<file path="config.mk">
export PLATFORM = sky130hd
export DESIGN_NAME = shift_normalizer32
export DESIGN_NICKNAME = d
export VERILOG_FILES = /design/src/rtl/shift_normalizer32.sv
export SDC_FILE = /design/constraint.sdc
export NUM_CORES = 1
export LEC_CHECK = 0
export ABC_AREA = 1
export BUFFER_PORTS_ARGS = -buffer_cell sky130_fd_sc_hd__clkbuf_2
export CAP_MARGIN = 20
export CELL_PAD_IN_SITES_DETAIL_PLACEMENT = 1
export CELL_PAD_IN_SITES_GLOBAL_PLACEMENT = 2
export CORE_MARGIN = 2
export CORE_UTILIZATION = 28
export DETAILED_ROUTE_END_ITERATION = 8
export PLACE_DENSITY = 0.88
export SLEW_MARGIN = 20
export SYNTH_ARGS = -nofsm -noshare
export SYNTH_HDL_FRONTEND = slang
export SYNTH_SLANG_ARGS = --single-unit
</file>
<file path="constraint.sdc">
create_clock -name CLK -period 3.35 [get_ports CLK]
set_clock_uncertainty 0.15 [all_clocks]
set_input_delay 0 -clock CLK [delete_from_list [all_inputs] [get_ports CLK]]
set_output_delay 0 -clock CLK [all_outputs]
set_load 0.03 [all_outputs]
</file>
<file path="src/rtl/shift_normalizer32.sv">
// rtl/shift_normalizer32.sv - sequential normalizer: strips leading or trailing zeros one bit per cycle
module shift_normalizer32 #(
  parameter int WIDTH = 32,
  parameter int CNT_W = 6
) (
  input  logic             CLK,
  input  logic             RST,
  input  logic             START,
  input  logic [WIDTH-1:0] D,
  input  logic             DIR,
  output logic [WIDTH-1:0] Y,
  output logic [CNT_W-1:0] SHAMT,
  output logic             ZERO,
  output logic             BUSY,
  output logic             DONE
);

  typedef enum logic {IDLE, SHIFT} state_t;

  state_t           state;
  logic [WIDTH-1:0] sreg;
  logic [CNT_W-1:0] cnt;
  logic             dir;
  logic             target_bit;

  // Bit that must be set for the working value to count as normalized.
  assign target_bit = dir ? sreg[WIDTH-1] : sreg[0];
  assign BUSY       = (state == SHIFT);

  always_ff @(posedge CLK) begin
    if (RST) begin
      state <= IDLE;
      sreg  <= '0;
      cnt   <= '0;
      dir   <= 1'b0;
      Y     <= '0;
      SHAMT <= '0;
      ZERO  <= 1'b0;
      DONE  <= 1'b0;
    end else begin
      DONE <= 1'b0;
      case (state)
        IDLE: begin
          if (START) begin
            if (D == '0) begin
              // An all-zero operand never normalizes; report it without entering SHIFT.
              Y     <= '0;
              SHAMT <= CNT_W'(WIDTH);
              ZERO  <= 1'b1;
              DONE  <= 1'b1;
            end else begin
              sreg  <= D;
              cnt   <= '0;
              dir   <= DIR;
              state <= SHIFT;
            end
          end
        end
        SHIFT: begin
          if (target_bit) begin
            Y     <= sreg;
            SHAMT <= cnt;
            ZERO  <= 1'b0;
            DONE  <= 1'b1;
            state <= IDLE;
          end else begin
            sreg <= dir ? {sreg[WIDTH-2:0], 1'b0} : {1'b0, sreg[WIDTH-1:1]};
            cnt  <= cnt + 1'b1;
          end
        end
        default: state <= IDLE;
      endcase
    end
  end

endmodule

</file>
==> results of run 1 <==
## kinds of logic (layout without fill, tap and decap cells)
group / count (synthesis) / count (layout) / synth area share (%)
and+or+nand+nor: 302 / 302 / 31.6
AOI/OAI and AO/OA: 118 / 118 / 18.8
buffers and inverters: 59 / 151 / 6.92
adders and majority gates: 1 / 1 / 0.331
DFF: 80 / 80 / 42.4
## final cells by class
type                    count  area [um2]  share of cell area [%]
repair buffers            119         786                    16.1
flip-flops and latches     80        1600                    32.8
clock buffers              11         243                    4.98
multi-input cells         421        1920                    39.3
clock inverters             4        45.0                   0.923
well taps                 176         220                    4.51
inverters                  17        63.8                    1.31
## flip-flops by register name, indices dropped and copies added (netlist names)
name   cells
sreg      32
BUSY       1
dir        1
SHAMT      6
ZERO       1
Y         32
DONE       1
cnt        6
## worst paths after layout
check / slack [ps] / to / depth (start not counted)
max reg2reg: 930 / Y[25]$_SDFFE_PP0P_ / 6
min reg2reg: 320 / ZERO$_SDFFE_PP0P_ / 2
min: 90 / BUSY$_SDFF_PP0_ / 5
max: 930 / Y[25]$_SDFFE_PP0P_ / 6
## where the power goes
group	switching, mW	total [mW]	internal [mW]
sequential	0.0737	1.09	1.02
combinational	0.264	0.440	0.177
clock	0.384	0.974	0.590
total	0.721	2.51	1.78
## placed cells by master, fill, tap and decap left out
cell / instances
a211oi_1: 1
a21oi_1: 50
a221oi_1: 1
a22oi_1: 2
a2bb2oi_1: 21
buf_4: 10
bufinv_16: 1
clkbuf_1: 1
clkbuf_16: 9
clkbuf_2: 76
clkbuf_8: 1
clkinv_2: 3
dfxtp_1: 80
dlygate4sd3_1: 33
ha_1: 1
inv_1: 16
inv_2: 1
nand2_1: 132
nand2_2: 1
nand3_1: 45
nor2_1: 122
nor3_1: 1
nor3b_1: 1
o211ai_1: 1
o21ai_0: 31
o21ai_1: 1
o21ai_2: 1
o21bai_1: 8
o31ai_1: 1
## layer usage
layer / wire (um) / vias up / track usage [%]
li1: - / 2012 / -
met1: 5980 / 1949 / 23.0
met2: 5830 / 73 / 29.7
met3: 418 / 11 / 3.25
met4: 167 / 0 / 5.51
met5: 0 / - / 0
## tightest hold or removal path: cells and delay by family
family / cells / cell delay (ps)
AO/OA/AOI/OAI: 2 / 310
AND/OR/NAND/NOR: 1 / 50
buffers and inverters: 2 / 150
## timing repair
item	CTS	global route
endpoints found under the hold margin	33	0
hold buffers	33	0
endpoints found under the setup margin	0	0
## per-stage QoR
| step | std cells | util (%) | instance area [um2] |
|---|---|---|---|
| after CTS | 828 | 37.0 | 4880 |
| final | 828 | 37.0 | 4880 |
| after detailed placement | 780 | 32.3 | 4260 |
| after global placement | 780 | 32.3 | 4260 |
| after floorplan | 560 | - | 3780 |
| after global routing | 828 | 37.0 | 4880 |
==> out/results.txt, run 1 <==
Fraction of layout cells with a size suffix above 1 - 15.8%
Critical Path Sink Type - flop
Die area - 14400 um2
Clk buf depth - 2
Area contributors post-synth - dfxtp_1 42%, nand2_1 13%, nor2_1 12%, a21oi_1 6.6%, nand3_1 6.0%
First-pass GRT wire length - 20400 um
Post-synth EDFFs - 0
TritonRoute pass-1 iters - 4
Post-synthesis register bit count - 80
Critical path class - flop to flop
Core ar. - 13200 um2
RSZ-0062 raised after global routing - false
Dpl ws - 952 ps
# setup viols final - 0
Crit path launch type - flop
H-tree lvl count - 3
Final WL - 12400 um
Initial Util - 28.7%
CTS clock-pin slew for the worst setup and hold paths - 60 ps
Die Height - 120 um
Syn. warnings - 0
Worst skew pair latency - 340 ps
Slowest cell on crit path - dfxtp_1
Sequential cell area fraction in the yosys report - 42.4%
VDD IR-drop max - 0.221 mV
Post-CTS sizing - 0
Ys flop type - dfxtp_1
Clock buffer count from CTS - 9
# IOs - 77
Cells after Synth - 560
Mean Syn Cell Area - 6.75 um2
Max-cap check violation count - 0
CP peak stage delay - 800 ps
Crit path cell chain - nor2_1, nand2_1, nand2_1, inv_1, nor2_1, nor2_1
Power, Total - 2.51 mW
All-Layer GR Usage - 17.7%
Top cell by count, worst path - nor2_1
Slew headroom - 37.1%
Clock tree from TritonCTS - built
Final period utilization - 72.2%
Nets - 685
Hold WS - 91.3 ps
Netlist cell types - 24
Via count - 4045
Antenna violations before repair - 0
Diode count - 0
Final Critical Period - 2420 ps
Largest net degree at the start of global routing - 50
Final ANT Viol Nets - 0
Worst-margin pin slew - 942 ps
Worst flop-to-flop path startpoint - BUSY$_SDFF_PP0_
Fin. max-slew vios - 0
WP buf/inv - 1
Setup TNS - 0 ps
CP arrival - 2540 ps
Req. time, crit path - 3470 ps
Area leader, netlist - dfxtp_1
HP Class - input pin to flop
Ys async rst share - 0%
Number of DRC markers in iteration 0 - 167
Fillers - 1680
Fin. Hold Viols - 0
Maximum net fanout on the critical path - 23
PwrDens - 513 nW/um2
CTS root buf - clkbuf_16
Count of input and output buffers - 76
Post-DP HPWL - 8160 um
CTS Sinks - 80
Post-synth top cells - 133 x nand2_1, 122 x nor2_1, 80 x dfxtp_1
Gpl congestion - 0.759
Final WS setup - 932 ps
Residual DRC - 0
Count leader, synth - nand2_1
Leakage - 2.18 nW
Hold Startpoint - START
Post-synth top area share - 42.4%
Num rows - 42
Post-CTS setup buffers - 0
Synth Net Count - 597
Status - finished clean
Achievable frequency - 414 MHz
Worst setup path start - BUSY$_SDFF_PP0_
Delay-heaviest family, CP - simple AND/OR/NAND/NOR gates
Netlist Area Pre-Place - 3780 um2
Avg WL per Cell - 15.0 um
GRT overflow - 0
P&R area growth vs syn - 29.1%
Vias/cell - 4.89
Vias in the first global route - 4076
Chip width - 120 um
(Power assumes the default switching activity.)
==> run 2, diff against run 1 <==
==> constraint.sdc (replaced) <==
create_clock -name CLK -period 2.36 [get_ports CLK]
set_clock_uncertainty 0.15 [all_clocks]
set_input_delay 0 -clock CLK [delete_from_list [all_inputs] [get_ports CLK]]
set_output_delay 0 -clock CLK [all_outputs]
set_load 0.03 [all_outputs]
==> run 2 against run 1 <==
  * Core utilization is 1.0 points higher
  * Combinational power increased by 50%
  * First-iteration DRC count up 7.2%
  * Power grew 55%
  * Count of clock-buffer cells in the layout shrank 1
  * Sequential cell count unchanged
  * Clock power up 72%
  * Critical path depth up 7
  * Final cell count increased by 1.2%
  * Register-to-register slack got worse by 440 ps
  * Cell area is 2.8% higher
  * Critical endpoint is now Y[27]$_SDFFE_PP0P_
  * Largest cell class unchanged
==> out/results.txt, run 2 (synthesis results as in run 1) <==
GRT overflow - 0 (unchanged)
Critical Path Sink Type - flop
Clock group share of total power - 43.3% (+4.4 points)
Fin. Hold Viols - 0 (unchanged)
Most frequent cells in the layout - 131 x nand2_1, 122 x nor2_1, 80 x dfxtp_1, 76 x clkbuf_2, 50 x a21oi_1
Final WL - 12700 um (+2.1%)
Worst flop-to-flop path startpoint - BUSY$_SDFF_PP0_
Setup TNS - 0 ps (unchanged)
VDD IR-drop max - 0.327 mV (+48%)
Worst-margin pin slew - 852 ps (-90.1 ps)
Count of input and output buffers - 76 (unchanged)
Antenna violations before repair - 0 (unchanged)
Avg WL per Cell - 15.1 um (+0.87%)
# setup viols final - 0 (unchanged)
Maximum net fanout on the critical path - 14 (-39%)
Die area - 14400 um2 (unchanged)
Clock tree from TritonCTS - built
Final period utilization - 84.7%
Final ANT Viol Nets - 0 (unchanged)
Status - finished clean
Leakage - 2.24 nW (+3.0%)
CTS clock-pin slew for the worst setup and hold paths - 60 ps (about the same)
Post-DP HPWL - 8490 um (+4.0%)
Vias/cell - 4.84 (-0.85%)
Final Critical Period - 2000 ps
Reg area - 1600 um2 (unchanged)
First-pass GRT wire length - 20900 um (+2.6%)
Number of DRC markers in iteration 0 - 179 (+7.2%)
All-Layer GR Usage - 18.3% (+0.60 points)
Worst setup path start - D[26]
Gpl congestion - 0.757 (-0.36%)
Diode count - 0 (unchanged)
CP arrival - 2090 ps (-450 ps)
Largest net degree at the start of global routing - 50 (unchanged)
Fin. max-slew vios - 0 (unchanged)
CTS Sinks - 80 (unchanged)
Hold Startpoint - RST
Finished Layout Cells - 838 (+1.2%)
Fillers - 1648 (-1.9%)
Switching Fraction - 28.3% (-0.49 points)
Slew headroom - 43.1% (+6.0 points)
HP Class - input pin to flop
Max-cap check violation count - 0 (unchanged)
Req. time, crit path - 2450 ps (-1020 ps)
Core ar. - 13200 um2 (unchanged)
Nets - 694 (+1.3%)
Crit path launch type - input pin
Vias in the first global route - 4247 (+4.2%)
Achievable frequency - 500 MHz
Logic pwr share - 17.0% (-0.6 points)
Chip width - 120 um (unchanged)
Post-CTS setup buffers - 0 (unchanged)
Critical path class - input pin to flop
Area of the multi-input gates - 1920 um2 (+0.13%)
TritonRoute pass-1 iters - 4 (unchanged)
Clock buffer count from CTS - 9 (unchanged)
Via count - 4059 (+0.35%)
Dpl ws - 385 ps (-567 ps)
Worst skew pair latency - 350 ps (about the same)
Most common cell after layout, fill and taps aside - nand2_1
Clk buf depth - 2 (unchanged)
Final WS setup - 360 ps (-572 ps)
CTS root buf - clkbuf_16
Reg power frac - 39.6% (-4.0 points)
Largest registers - Y (32), sreg (32)
H-tree lvl count - 3 (unchanged)
Die Height - 120 um (unchanged)
Initial Util - 28.7% (unchanged)
PwrDens - 772 nW/um2 (+50%)
RSZ-0062 raised after global routing - false
Cell count after placement - 789 (+1.2%)
Num rows - 42 (unchanged)
Residual DRC - 0 (unchanged)
Pint - 2.78 mW (+56%)
Fraction of layout cells with a size suffix above 1 - 17.4% (+1.6 points)
# IOs - 77 (unchanged)
P&R area growth vs syn - 32.7%
Sw Pwr - 1.10 mW (+52%)
==> run 2: cell types whose count changed in the layout (fill, tap and decap cells not counted), sizes merged <==
cell / previous run / this run
clkinvlp: 0 / 1
clkinv: 3 / 1
clkbuf: 87 / 86
bufinv: 1 / 3
buf: 10 / 19
inv: 17 / 18
==> run 2: path summary, 6_finish.rpt <==
check	endpoint	slack (ps)	cells after the start
max reg2reg	Y[27]$_SDFFE_PP0P_	490	8
min reg2reg	Y[5]$_SDFFE_PP0P_	330	2
min	DONE$_SDFF_PP0_	100	3
max	Y[27]$_SDFFE_PP0P_	360	13
==> run 2: routing by layer <==
layer | track usage [%] | routed length, um | vias to the layer above
met1 | 23.2 | 5990 | 1943
met4 | 6.76 | 239 | 0
li1 | - | - | 2030
met5 | 0 | 0 | -
met3 | 3.54 | 450 | 15
met2 | 30.8 | 5980 | 71
==> run 2: through the flow <==
step,power (mW),cell area [um2],hold slack [ps],utilization (%)
floorplan,1.99,3780,-15.1,-
global placement,2.15,4330,120,32.8
detailed placement,2.18,4330,120,32.8
CTS,3.90,5010,91.7,38.0
global route,4.05,5010,132,38.0
finish,3.87,5010,95.8,38.0
==> run 2: repair_timing <==
action | CTS | global route
endpoints found under the setup margin | 0 | 1
endpoints found under the hold margin | 33 | 0
resized for setup | 0 | 1
hold buffers | 33 | 0
==> run 2: power by group through the flow <==
stage	Clock [mW]	Combinational, mW	Sequential (mW)
global placement	0	0.593	1.56
detailed placement	0	0.616	1.56
finish	1.68	0.659	1.54
floorplan	0	0.422	1.57
CTS	1.71	0.663	1.53
global route	1.77	0.740	1.55
==> run 2: layout make-up <==
type	instances	share of cell area, %
repair buffers	128	17.0
clock buffers	10	4.77
well taps	176	4.39
multi-input cells	421	38.3
inverters	17	1.27
flip-flops and latches	80	31.9
clock inverters	6	2.30
==> run 2: critical path, cell delays in order <==
cell and delay (ps):
dlygate4sd3_1 530, clkbuf_2 130, nor2_1 100, nand2_1 70, nor2_1 180, nand2_1 120
nor2_1 120, nand2_1 80, buf_4 210, nand2_2 160, inv_1 150, nor2_1 150
nor2_1 60
